$ cat src/rtl/fll_cfg_if.sv
// Bridge between a req/gnt register port and the FLL CFGREQ/CFGACK four-phase handshake.
// CFGACK and LOCK are resynchronized; a cycle counter aborts a transaction whose handshake stalls.
module fll_cfg_if #(
   parameter int SYNC_STAGES    = 2,
   parameter int TIMEOUT_CYCLES = 255
) (
   input  logic        clk_i,
   input  logic        rst_ni,
   input  logic        cfg_req_i,
   output logic        cfg_gnt_o,
   input  logic [1:0]  cfg_add_i,
   input  logic        cfg_wen_i,
   input  logic [31:0] cfg_wdata_i,
   output logic        cfg_r_valid_o,
   output logic [31:0] cfg_r_rdata_o,
   output logic        cfg_r_err_o,
   output logic        fll_cfgreq_o,
   output logic [1:0]  fll_cfgad_o,
   output logic [31:0] fll_cfgd_o,
   output logic        fll_cfgweb_o,
   input  logic        fll_cfgack_i,
   input  logic [31:0] fll_cfgq_i,
   input  logic        fll_lock_i,
   output logic        lock_o,
   output logic        busy_o
);

   typedef enum logic [1:0] {IDLE, REQ, WAIT_LOW, RESP} state_e;

   localparam logic [15:0] TO_LAST = 16'(TIMEOUT_CYCLES - 1);
   localparam logic [15:0] CNT_MAX = 16'hFFFF;

   state_e                 state_q, state_d;
   logic [SYNC_STAGES-1:0] ack_sync_q, lock_sync_q;
   logic                   ack_s;
   logic                   cfgreq_q, cfgreq_d;
   logic [1:0]             cfgad_q, cfgad_d;
   logic [31:0]            cfgd_q, cfgd_d;
   logic                   cfgweb_q, cfgweb_d;
   logic [31:0]            rdata_q, rdata_d;
   logic                   err_q, err_d;
   logic [15:0]            cnt_q, cnt_d;
   logic                   timeout;

   assign ack_s   = ack_sync_q[SYNC_STAGES-1];
   assign timeout = (cnt_q == TO_LAST);

   always_ff @(posedge clk_i or negedge rst_ni) begin
      if (!rst_ni) begin
         ack_sync_q  <= '0;
         lock_sync_q <= '0;
         state_q     <= IDLE;
         cfgreq_q    <= 1'b0;
         cfgad_q     <= 2'd0;
         cfgd_q      <= 32'd0;
         cfgweb_q    <= 1'b1;
         rdata_q     <= 32'd0;
         err_q       <= 1'b0;
         cnt_q       <= 16'd0;
      end else begin
         ack_sync_q  <= {ack_sync_q[SYNC_STAGES-2:0], fll_cfgack_i};
         lock_sync_q <= {lock_sync_q[SYNC_STAGES-2:0], fll_lock_i};
         state_q     <= state_d;
         cfgreq_q    <= cfgreq_d;
         cfgad_q     <= cfgad_d;
         cfgd_q      <= cfgd_d;
         cfgweb_q    <= cfgweb_d;
         rdata_q     <= rdata_d;
         err_q       <= err_d;
         cnt_q       <= cnt_d;
      end
   end

   always_comb begin
      state_d  = state_q;
      cfgreq_d = cfgreq_q;
      cfgad_d  = cfgad_q;
      cfgd_d   = cfgd_q;
      cfgweb_d = cfgweb_q;
      rdata_d  = rdata_q;
      err_d    = err_q;
      cnt_d    = cnt_q;

      if ((state_q == REQ) || (state_q == WAIT_LOW)) begin
         cnt_d = (cnt_q == CNT_MAX) ? cnt_q : cnt_q + 16'd1;
      end

      case (state_q)
         IDLE: begin
            if (cfg_req_i && cfg_gnt_o) begin
               cfgad_d  = cfg_add_i;
               cfgd_d   = cfg_wdata_i;
               cfgweb_d = cfg_wen_i;
               cfgreq_d = 1'b1;
               err_d    = 1'b0;
               cnt_d    = 16'd0;
               state_d  = REQ;
            end
         end
         REQ: begin
            // Handshake progress is tested before the timeout so it wins a tie.
            if (ack_s) begin
               cfgreq_d = 1'b0;
               rdata_d  = cfgweb_q ? fll_cfgq_i : 32'd0;
               err_d    = 1'b0;
               state_d  = WAIT_LOW;
            end else if (timeout) begin
               cfgreq_d = 1'b0;
               rdata_d  = 32'd0;
               err_d    = 1'b1;
               state_d  = RESP;
            end
         end
         WAIT_LOW: begin
            if (!ack_s) begin
               state_d = RESP;
            end else if (timeout) begin
               rdata_d = 32'd0;
               err_d   = 1'b1;
               state_d = RESP;
            end
         end
         RESP: begin
            state_d = IDLE;
         end
         default: begin
            state_d = IDLE;
         end
      endcase
   end

   // Holding off the grant while ack_s is high keeps a stuck or slow ack from an
   // aborted transaction from being mistaken for the next one's handshake.
   assign cfg_gnt_o     = (state_q == IDLE) && !ack_s;
   assign cfg_r_valid_o = (state_q == RESP);
   assign cfg_r_rdata_o = rdata_q;
   assign cfg_r_err_o   = err_q;
   assign fll_cfgreq_o  = cfgreq_q;
   assign fll_cfgad_o   = cfgad_q;
   assign fll_cfgd_o    = cfgd_q;
   assign fll_cfgweb_o  = cfgweb_q;
   assign lock_o        = lock_sync_q[SYNC_STAGES-1];
   assign busy_o        = (state_q != IDLE);

endmodule

$ cat config.mk
export PLATFORM = sky130hd
export DESIGN_NAME = fll_cfg_if
export DESIGN_NICKNAME = d
export VERILOG_FILES = /design/src/rtl/fll_cfg_if.sv
export SDC_FILE = /design/constraint.sdc
export NUM_CORES = 1
export LEC_CHECK = 0
export ABC_CLOCK_PERIOD_IN_PS = 3800
export BUFFER_PORTS_ARGS = -buffer_cell sky130_fd_sc_hd__buf_2
export CORE_ASPECT_RATIO = 0.6
export CORE_MARGIN = 5
export CORE_UTILIZATION = 35
export DETAILED_ROUTE_END_ITERATION = 8
export GPL_ROUTABILITY_DRIVEN = 1
export GPL_TIMING_DRIVEN = 0
export PLACE_DENSITY = 0.61
export SYNTH_ARGS = -nofsm -noshare
export SYNTH_HDL_FRONTEND = slang
export SYNTH_SLANG_ARGS = --single-unit
export TNS_END_PERCENT = 1
$ cat constraint.sdc
create_clock -name clk_i -period 3.8 [get_ports clk_i]
set_input_delay 0.19 -clock clk_i [delete_from_list [all_inputs] [get_ports clk_i]]
set_output_delay 0.19 -clock clk_i [all_outputs]
set_load 0.05 [all_outputs]
==> reports/qor.log, run 1 <==
INFO  synth          sequential_share_of_the_synthesized_area=59.4%
INFO  setup_path     cp_data_arrival_time=2.54ns
INFO  synth          synth_top_flop_cell=sky130_fd_sc_hd__dfrtp_1
INFO  final_layout   antenna-diode-count=0
INFO  floorplan      die_h=91.1um
INFO  sta            setup_repair_after_global_routing_missed_its_margin=false
INFO  detailed_routing first_iter_violations=145
INFO  final_layout   design.final.nets=602
INFO  run_status     result_of_the_run=complete, no violations
INFO  final_layout   drive_gt1_share=33.5%
INFO  detailed_routing drc=0
INFO  detailed_routing wl_per_cell=15.4um
INFO  sta            timing.final.ws_setup=1.48ns
INFO  clock_tree     cts_sinks=91
INFO  placement      post_dp_cell_area=4760um^2
INFO  clock_tree     cts_tree=yes
INFO  sta            setup_tns=0ns
INFO  clock_tree     htree_num_levels=3
INFO  synth          synthesis.area=3840um^2
INFO  sta            finClkSkew=0.00894ns
INFO  sta            period_needed=2.32ns
INFO  detailed_routing route.vias.total=3215
INFO  grt            vias_in_the_first_global_route=3225
INFO  worst_hold_path path_class_of_the_lowest_slack_min_delay_path=in2reg
INFO  grt            initial_antenna_violation_count=0
INFO  placement      post-place-ws=1.52ns
INFO  synth          synthDistinctLibCells=47
INFO  sta            final-max-slew-violation-count=0
INFO  power_and_ir_drop ir_drop=0.588mV
INFO  placement      gp_routability_congestion=0.804
INFO  sta            worst_pin_slew=1.20ns
INFO  floorplan      die-area=13200um^2
INFO  placement      port_buffers=144
INFO  sta            worst_slew_margin_rel=19.1%
INFO  final_layout   layout.cells.most_common=sky130_fd_sc_hd__buf_2
INFO  setup_path     worst-r2r-setup-slack=1.48ns
INFO  power_and_ir_drop p_per_area=887nW/um^2
INFO  clock_tree     clock_latency_at_the_later_pin_of_the_worst_skew_pair=0.34ns
INFO  setup_path     start_kind=flip-flop
INFO  sta            final_min_period_over_clock_period=61.0%
INFO  detailed_routing first_pass_iters=4
INFO  sta            max_clock_freq=432MHz
INFO  grt            gr-usage-all-layers=15.4%
INFO  floorplan      core=10600um^2
INFO  clock_tree     cts-root-to-sink-buffers=2
INFO  synth          post_syn_nets=443
INFO  grt            grt-ovfl-total=0
INFO  power_and_ir_drop report.power.total=0.00451W
INFO  final_layout   n_fill_cell=1049
INFO  detailed_routing drtAntennaViolNets=0
INFO  synth          syn-instance-count=364
INFO  clock_tree     worst_setup_hold_path_clk_slew=0.07ns
INFO  sta            final-hold-violation-count=0
INFO  placement      place.detailed.hpwl=7610um
INFO  setup_path     worstPathMaxFanout=8
INFO  synth          synth-warning-count=0
INFO  sta            whs=0.0365ns
INFO  power_and_ir_drop leakage=2.72nW
INFO  synth          ys_seq_elements=91
INFO  grt            wire_length_of_the_first_global_routing_pass=16800um
INFO  clock_tree     cts.repair_timing.setup_buffer_count=0
INFO  final_layout   finish.instance_area=5090um^2
INFO  clock_tree     clk_tree_root_cell=sky130_fd_sc_hd__clkbuf_16
INFO  clock_tree     cts_made_buffers=9
INFO  final_layout   most-common-layout-cells=sky130_fd_sc_hd__buf_2 (143), sky130_fd_sc_hd__nand2_1 (117), sky130_fd_sc_hd__dfrtp_1 (90)
INFO  synth          synth.avg_cell_area=10.5um^2
INFO  setup_path     worstPathRequired=4.03ns
INFO  grt            grt_start_max_net_pins=51
INFO  synth          number_of_synthesized_flops_with_an_enable_pin=0
INFO  floorplan      core.rowCount=29
INFO  floorplan      boundaryPins=145
INFO  setup_path     worst-setup-path-type=reg2reg
INFO  detailed_routing avgViaCountPerCell=4.82
INFO  detailed_routing detail_route.wirelength=10300um
INFO  floorplan      die_width=145um
INFO  final_layout   syn_to_final_growth=32.5%
INFO  floorplan      initial_standard_cell_utilization_of_the_core=36.1%
INFO  run            max_cap_violations=0
INFO  setup_path     setup.worst_path.end_class=flip-flop
INFO  sta            timing.final.setup_violations=0
INFO  synth          asyncSetResetFlopFracSynth=100%
==> where the power goes <==
group	leakage, nW	switching (W)	internal [W]
Clock	0.143	0.000375	0.000511
Sequential	1.17	0.000199	0.00129
Combinational	1.41	0.00159	0.000554
==> area by class of cell <==
| cell class | instances | area [um^2] | share of cell area, % |
|---|---|---|---|
| inverters | 8 | 30.0 | 0.590 |
| clock buffers | 10 | 229 | 4.50 |
| clock inverters | 6 | 65.1 | 1.28 |
| multi-input cells | 247 | 1410 | 27.8 |
| flip-flops and latches | 91 | 2280 | 44.8 |
| plain buffers | 18 | 116 | 2.29 |
| well taps | 139 | 174 | 3.42 |
| repair buffers | 148 | 781 | 15.4 |
==> synthesized netlist by cell type (3+ instances only) <==
master                     count  area [um^2]
sky130_fd_sc_hd__a211oi_1      3         22.5
sky130_fd_sc_hd__a21oi_1       9         45.0
sky130_fd_sc_hd__a22o_1       31          272
sky130_fd_sc_hd__and4_1        3         26.3
sky130_fd_sc_hd__buf_1         3         11.3
sky130_fd_sc_hd__buf_6         6         67.6
sky130_fd_sc_hd__clkbuf_1      8         30.0
sky130_fd_sc_hd__dfrtp_1      90         2250
sky130_fd_sc_hd__ha_1          7         87.6
sky130_fd_sc_hd__inv_1         8         30.0
sky130_fd_sc_hd__nand2_1     117          439
sky130_fd_sc_hd__nand3_1       8         40.0
sky130_fd_sc_hd__nand4_1       4         25.0
sky130_fd_sc_hd__nor2_1        9         33.8
sky130_fd_sc_hd__nor3_1        5         25.0
sky130_fd_sc_hd__o21ai_0       6         30.0
sky130_fd_sc_hd__o31ai_1       5         37.5
sky130_fd_sc_hd__or3_1         5         31.3
sky130_fd_sc_hd__or4_1         4         30.0
==> cells by family (layout without fill, tap and decap cells) <==
family | Yosys count | count (layout) | synth area share, %
and+or+nand+nor | 169 | 169 | 20.2
adders and majority gates | 7 | 7 | 2.28
DFF | 91 | 91 | 59.4
muxes | 2 | 2 | 0.554
AOI/OAI and AO/OA | 68 | 68 | 13.6
buffers and inverters | 26 | 190 | 3.81
xor gates and xnor gates | 1 | 1 | 0.228
==> sequential cells by signal, indices dropped and copies added, names as in the netlist <==
register       flops
cnt_q             16
lock_sync_q        2
ack_sync_q         2
cfg_r_rdata_o     32
fll_cfgreq_o       1
fll_cfgad_o        2
cfg_r_err_o        1
fll_cfgweb_o       1
fll_cfgd_o        32
state_q            2
==> path summary, 6_finish.rpt <==
check                           startpoint             end  cells after the start
max                             state_q[0]       cnt_q[15]                      6
min                        cfg_wdata_i[22]  fll_cfgd_o[22]                      3
max reg2reg                     state_q[0]       cnt_q[15]                      6
min reg2reg                 lock_sync_q[0]  lock_sync_q[1]                      0
max in group asynchronous           rst_ni    fll_cfgweb_o                      3
min in group asynchronous           rst_ni  fll_cfgad_o[0]                      2
==> per-stage QoR <==
| step | utilization, % | std cells |
|---|---|---|
| final | 47.8 | 667 |
| after global routing | 47.8 | 667 |
| after CTS | 47.8 | 667 |
| after detailed placement | 44.8 | 648 |
| after global placement | 44.5 | 647 |
| after floorplan | - | 364 |
==> critical path, stage by stage, from the launching register on <==
cell and delay [ns]:
sky130_fd_sc_hd__dfrtp_1 0.37, sky130_fd_sc_hd__inv_1 0.11, sky130_fd_sc_hd__ha_1 0.44, sky130_fd_sc_hd__and4_1 0.33, sky130_fd_sc_hd__nand2_1 0.20, sky130_fd_sc_hd__or4_1 0.51, sky130_fd_sc_hd__o211a_1 0.24
==> per-layer routing <==
metal	GRT usage [%]	vias to the layer above	routed length (um)
li1	-	1587	-
met1	21.6	1492	4940
met2	20.9	127	4060
met3	8.36	9	1200
met4	3.57	0	77
met5	0	-	0
==> repair_timing <==
item | CTS | global route
hold endpoints to repair | 43 | 0
gates resized for setup | 0 | 0
hold buffers | 3 | 0
Note: power is estimated with default switching activity, not from simulation.
==> run 2: changes to the inputs <==
--- a/config.mk
+++ b/config.mk
@@ -5,7 +5,7 @@
 export SDC_FILE = /design/constraint.sdc
 export NUM_CORES = 1
 export LEC_CHECK = 0
-export ABC_CLOCK_PERIOD_IN_PS = 3800
+export ABC_CLOCK_PERIOD_IN_PS = 2100
 export BUFFER_PORTS_ARGS = -buffer_cell sky130_fd_sc_hd__buf_2
 export CORE_ASPECT_RATIO = 0.6
 export CORE_MARGIN = 5
@@ -13,7 +13,7 @@
 export DETAILED_ROUTE_END_ITERATION = 8
 export GPL_ROUTABILITY_DRIVEN = 1
 export GPL_TIMING_DRIVEN = 0
-export PLACE_DENSITY = 0.61
+export PLACE_DENSITY = 0.64
 export SYNTH_ARGS = -nofsm -noshare
 export SYNTH_HDL_FRONTEND = slang
 export SYNTH_SLANG_ARGS = --single-unit
==> constraint.sdc (replaced) <==
create_clock -name clk_i -period 2.1 [get_ports clk_i]
set_input_delay 0.105 -clock clk_i [delete_from_list [all_inputs] [get_ports clk_i]]
set_output_delay 0.105 -clock clk_i [all_outputs]
set_load 0.05 [all_outputs]
==> reports/qor.log, run 2 (synthesis gave the netlist of run 1 again) <==
INFO  run_status     result_of_the_run=complete, no violations
INFO  grt            fraction_of_met2_tracks_used_by_global_routing=25.8%
INFO  grt            groute.layer.met3.usage=5.82%
INFO  final_layout   multi_input_comb_area=1440um^2
INFO  power_and_ir_drop ir_drop=1.15mV
INFO  sta            worst_slew_margin_rel=50.5%
INFO  detailed_routing avgViaCountPerCell=4.87
INFO  grt            gr-usage-all-layers=16.7%
INFO  setup_path     worst-setup-path-type=reg2reg
INFO  floorplan      die_width=145um
INFO  detailed_routing detail_route.wirelength=11000um
INFO  setup_path     critical_path.cell_chain=inv_1 -> ha_4 -> and4_2 -> nand2_2 -> or4_1 -> o211a_1
INFO  detailed_routing drtAntennaViolNets=0
INFO  clock_tree     cts.repair_timing.setup_buffer_count=0
INFO  floorplan      die_h=91.1um
INFO  power_and_ir_drop leakage=2.98nW
INFO  placement      port_buffers=144
INFO  sta            setup_repair_after_global_routing_missed_its_margin=true
INFO  grt            grt-ovfl-total=0
INFO  clock_tree     cts_sinks=91
INFO  detailed_routing drc=0
INFO  sta            final-max-slew-violation-count=0
INFO  setup_path     slowest_stage=sky130_fd_sc_hd__or4_1
INFO  sta            setup_tns=0ns
INFO  grt            initial_antenna_violation_count=0
INFO  final_layout   layout.cells.most_common=sky130_fd_sc_hd__buf_2
INFO  grt            grt_start_max_net_pins=51
INFO  clock_tree     clock_latency_at_the_later_pin_of_the_worst_skew_pair=0.33ns
INFO  grt            vias_in_the_first_global_route=3591
INFO  floorplan      core=10600um^2
INFO  final_layout   syn_to_final_growth=48.3%
INFO  final_layout   drive_gt1_share=32.3%
INFO  final_layout   antenna-diode-count=0
INFO  setup_path     worstPathBufferInverterCount=1
INFO  placement      gp_routability_congestion=0.822
INFO  sta            whs=0.0151ns
INFO  detailed_routing wl_per_cell=15.2um
INFO  worst_hold_path path_class_of_the_lowest_slack_min_delay_path=in2reg
INFO  floorplan      die-area=13200um^2
INFO  sta            final-hold-violation-count=0
INFO  clock_tree     cts-root-to-sink-buffers=2
INFO  final_layout   design.final.nets=659
INFO  floorplan      boundaryPins=145
INFO  grt            grtUsageMet1=22.4%
INFO  placement      place.detailed.hpwl=7370um
INFO  power_and_ir_drop p_per_area=1460nW/um^2
INFO  power_and_ir_drop report.power.total=0.00832W
INFO  final_layout   ff_latch_area=2280um^2
INFO  setup_path     largest_delay_share_family_worst_path=simple AND/OR/NAND/NOR gates
INFO  sta            finClkSkew=0.0102ns
INFO  detailed_routing first_iter_violations=217
INFO  clock_tree     worst_setup_hold_path_clk_slew=0.06ns
INFO  clock_tree     clk_tree_root_cell=sky130_fd_sc_hd__clkbuf_16
INFO  run            max_cap_violations=0
INFO  sta            worst_pin_slew=0.736ns
INFO  detailed_routing first_pass_iters=4
INFO  sta            max_clock_freq=486MHz
INFO  floorplan      initial_standard_cell_utilization_of_the_core=36.1%
INFO  placement      post_dp_cell_area=4760um^2
INFO  final_layout   finish.instance_area=5690um^2
INFO  setup_path     worstPathRequired=2.32ns
INFO  clock_tree     cts_tree=yes
INFO  detailed_routing route.vias.total=3525
INFO  clock_tree     cts_made_buffers=9
INFO  setup_path     cp_slowest_stage_delay=0.48ns
INFO  clock_tree     htree_num_levels=3
INFO  grt            global_route.peak_usage_layer=met2
INFO  final_layout   n_fill_cell=920
INFO  sta            period_needed=2.06ns
INFO  final_layout   most-common-layout-cells=sky130_fd_sc_hd__buf_2 (144), sky130_fd_sc_hd__nand2_1 (116), sky130_fd_sc_hd__dfrtp_1 (90)
INFO  grt            wire_length_of_the_first_global_routing_pass=18300um
INFO  setup_path     setup.worst_path.end_class=flip-flop
INFO  sta            timing.final.setup_violations=0
INFO  sta            final_min_period_over_clock_period=98.0%
INFO  setup_path     start_kind=flip-flop
INFO  setup_path     cp_data_arrival_time=2.28ns
INFO  floorplan      core.rowCount=29
INFO  setup_path     worstPathMaxFanout=8
INFO  final_layout   final_util=53.5%
[run 2: path summary, 6_finish.rpt]
check / startpoint / endpoint / slack (ns) / depth (start not counted)
setup / recovery: state_q[0] / cnt_q[15] / 0.04 / 6
hold / removal: fll_cfgq_i[4] / cfg_r_rdata_o[4] / 0.02 / 2
setup reg to reg: state_q[0] / cnt_q[15] / 0.04 / 6
hold reg to reg: ack_sync_q[0] / ack_sync_q[1] / 0.35 / 0
max in group asynchronous: rst_ni / fll_cfgweb_o / 1.13 / 3
min in group asynchronous: rst_ni / fll_cfgd_o[3] / 0.31 / 2
[run 2: repair_timing]
action	in CTS	in global routing
endpoints found under the setup margin	67	56
hold endpoints to repair	99	1
hold buffers	59	1
resized for setup	6	8
pin swaps	1	0
[run 2: area by class of cell]
type | instances | share of cell area (%)
Sequential cell | 91 | 40.0
Inverter | 8 | 0.528
Clock buffer | 10 | 4.02
Tap cell | 139 | 3.06
Clock inverter | 6 | 1.17
Timing Repair Buffer | 205 | 23.7
Buffer | 18 | 2.20
Multi-Input combinational cell | 247 | 25.3
[run 2: stage by stage]
stage               instances  worst slack [ns]
floorplan                 364            0.0728
global placement          647            -0.191
detailed placement        648            -0.217
CTS                       723           -0.0555
global route              724           -0.0352
finish                    724            0.0426
[run 2: report_power, final]
group / switching [W] / internal (W)
Combinational: 0.00291 / 0.00112
Sequential: 0.000369 / 0.00233
Clock: 0.000667 / 0.000922
Total: 0.00395 / 0.00437
[run 2: per-layer routing]
layer / part of all wire (%) / wire length [um]
met5: 0 / 0
met2: 46 / 5000
met3: 9.5 / 1040
met4: 1.3 / 144
met1: 44 / 4790
==> run 3: changes to the inputs <==
--- a/config.mk
+++ b/config.mk
@@ -6,7 +6,7 @@
 export NUM_CORES = 1
 export LEC_CHECK = 0
 export ABC_CLOCK_PERIOD_IN_PS = 2100
-export BUFFER_PORTS_ARGS = -buffer_cell sky130_fd_sc_hd__buf_2
+export BUFFER_PORTS_ARGS = -buffer_cell sky130_fd_sc_hd__buf_4
 export CORE_ASPECT_RATIO = 0.6
 export CORE_MARGIN = 5
 export CORE_UTILIZATION = 35
==> reports/qor.log, run 3 (synthesis gave the netlist of run 1 again) <==
INFO  placement      port_buffers=144
INFO  grt            initial_antenna_violation_count=0
INFO  floorplan      die-area=13200um^2
INFO  detailed_routing first_iter_violations=157
INFO  setup_path     cp_data_arrival_time=2.23ns
INFO  grt            grt-ovfl-total=0
INFO  floorplan      die_width=145um
INFO  sta            worst_slew_margin_rel=21.9%
INFO  final_layout   layout.cells.most_common=sky130_fd_sc_hd__buf_4
INFO  detailed_routing detail_route.wirelength=11500um
INFO  placement      gp_routability_congestion=0.813
INFO  detailed_routing first_pass_iters=4
INFO  floorplan      boundaryPins=145
INFO  setup_path     timing.critical_path.from=cnt_q[12]
INFO  setup_path     r2r.worst_path.cells=5
INFO  sta            finClkSkew=0.00873ns
INFO  sta            final-max-slew-violation-count=0
INFO  setup_path     worstPathMaxFanout=10
INFO  grt            gr-usage-all-layers=17.4%
INFO  final_layout   antenna-diode-count=0
INFO  detailed_routing avgViaCountPerCell=4.87
INFO  placement      place.detailed.hpwl=7440um
INFO  clock_tree     cts_made_buffers=9
INFO  power_and_ir_drop leakage=3.09nW
INFO  detailed_routing drtAntennaViolNets=0
INFO  final_layout   most-common-layout-cells=sky130_fd_sc_hd__buf_4 (145), sky130_fd_sc_hd__nand2_1 (116), sky130_fd_sc_hd__dfrtp_1 (90)
INFO  setup_path     critPathCapture=cfg_r_rdata_o[17]
INFO  clock_tree     clk_tree_root_cell=sky130_fd_sc_hd__clkbuf_16
INFO  grt            vias_in_the_first_global_route=3578
INFO  sta            final-hold-violation-count=4
INFO  final_layout   syn_to_final_growth=58.7%
INFO  clock_tree     worst_setup_hold_path_clk_slew=0.07ns
INFO  sta            timing.final.setup_violations=0
INFO  sta            period_needed=2.02ns
INFO  power_and_ir_drop ir_drop=1.15mV
INFO  floorplan      core=10600um^2
INFO  worst_hold_path path_class_of_the_lowest_slack_min_delay_path=in2async
INFO  run            max_cap_violations=0
INFO  detailed_routing route.vias.total=3552
INFO  grt            wire_length_of_the_first_global_routing_pass=19000um
INFO  setup_path     timing.rr.start=cnt_q[12]
INFO  sta            setup_tns=0ns
INFO  detailed_routing wl_per_cell=15.7um
INFO  power_and_ir_drop p_per_area=1440nW/um^2
INFO  setup_path     r2r_end=cfg_r_rdata_o[17]
INFO  setup_path     worst-setup-path-type=reg2reg
INFO  floorplan      die_h=91.1um
INFO  setup_path     start_kind=flip-flop
INFO  sta            whs=-0.0153ns
INFO  clock_tree     htree_num_levels=3
INFO  final_layout   drive_gt1_share=32.4%
INFO  floorplan      initial_standard_cell_utilization_of_the_core=36.1%
INFO  clock_tree     cts_tree=yes
INFO  run_status     violated_checks=hold timing
INFO  grt            grt_start_max_net_pins=92
INFO  detailed_routing drc=0
INFO  clock_tree     cts_sinks=91
INFO  setup_path     worstPathRequired=2.31ns
INFO  sta            setup_repair_after_global_routing_missed_its_margin=true
INFO  clock_tree     cts-root-to-sink-buffers=2
INFO  sta            final_min_period_over_clock_period=96.2%
INFO  setup_path     worst-r2r-setup-slack=0.08ns
INFO  clock_tree     cts.repair_timing.setup_buffer_count=0
INFO  sta            max_clock_freq=495MHz
INFO  sta            worst_pin_slew=1.17ns
INFO  placement      numPlacedInstances=647
INFO  final_layout   design.final.nets=664
INFO  setup_path     setup.worst_path.end_class=flip-flop
INFO  run_status     result_of_the_run=finished with violations
INFO  final_layout   instances_no_fill=729
INFO  clock_tree     clock_latency_at_the_later_pin_of_the_worst_skew_pair=0.34ns
INFO  floorplan      core.rowCount=29
-- run 3: layer usage --
| metal | track usage, % | up-vias | wire, um |
|---|---|---|---|
| met4 | 4.74 | 0 | 99 |
| met2 | 26.0 | 118 | 5250 |
| met3 | 7.21 | 6 | 868 |
| met1 | 23.4 | 1718 | 5230 |
| met5 | 0 | - | 0 |
| li1 | - | 1710 | - |
-- run 3: worst min path at each step --
stage                        endpoint  depth (start not counted)
global placement        ack_sync_q[0]                          1
finish                 fll_cfgad_o[1]                          1
floorplan               ack_sync_q[0]                          0
global route        cfg_r_rdata_o[22]                          2
detailed placement      ack_sync_q[0]                          1
CTS                 cfg_r_rdata_o[26]                          2
-- run 3: repair_timing --
item,4_1_cts,5_1_grt
endpoints found under the hold margin,64,2
hold buffers,64,2
cloned,0,0
setup endpoints to repair,67,55
pin swaps,1,1
gates resized for setup,7,10
-- run 3: area by class of cell --
cell class	instances	area, um^2
Clock inverter	6	63.8
Fill cell	894	4540
Timing Repair Buffer	210	1740
Sequential cell	91	2280
Multi-Input combinational cell	247	1440
Clock buffer	10	239
Tap cell	139	174
Buffer	18	125
Inverter	8	30.0
-- run 3: worst max-delay path: stages, from the launching register on --
cell and delay [ns]:
sky130_fd_sc_hd__dfrtp_1 0.46, sky130_fd_sc_hd__or4_4 0.57, sky130_fd_sc_hd__nor4_4 0.30, sky130_fd_sc_hd__a21oi_2 0.20
sky130_fd_sc_hd__buf_6 0.19, sky130_fd_sc_hd__a22o_1 0.18
-- run 3: through the flow --
step	power [W]	util, %	cell area, um^2	hold slack, ns	setup WS, ns
finish	0.00875	57.3	6090	-0.0153	0.0797
global route	0.00924	57.3	6090	0.00112	-0.00974
CTS	0.00879	57.0	6060	0.00113	0.0265
detailed placement	0.00696	47.9	5090	0.216	-0.256
global placement	0.00690	47.9	5090	0.215	-0.185
floorplan	0.00559	-	3840	-0.191	0.0728
-- run 3: report_power, final --
group          leakage, nW  switching [W]  internal, W
registers             1.17       0.000393      0.00233
logic                 1.77        0.00293      0.00146
clock network        0.145       0.000676     0.000955
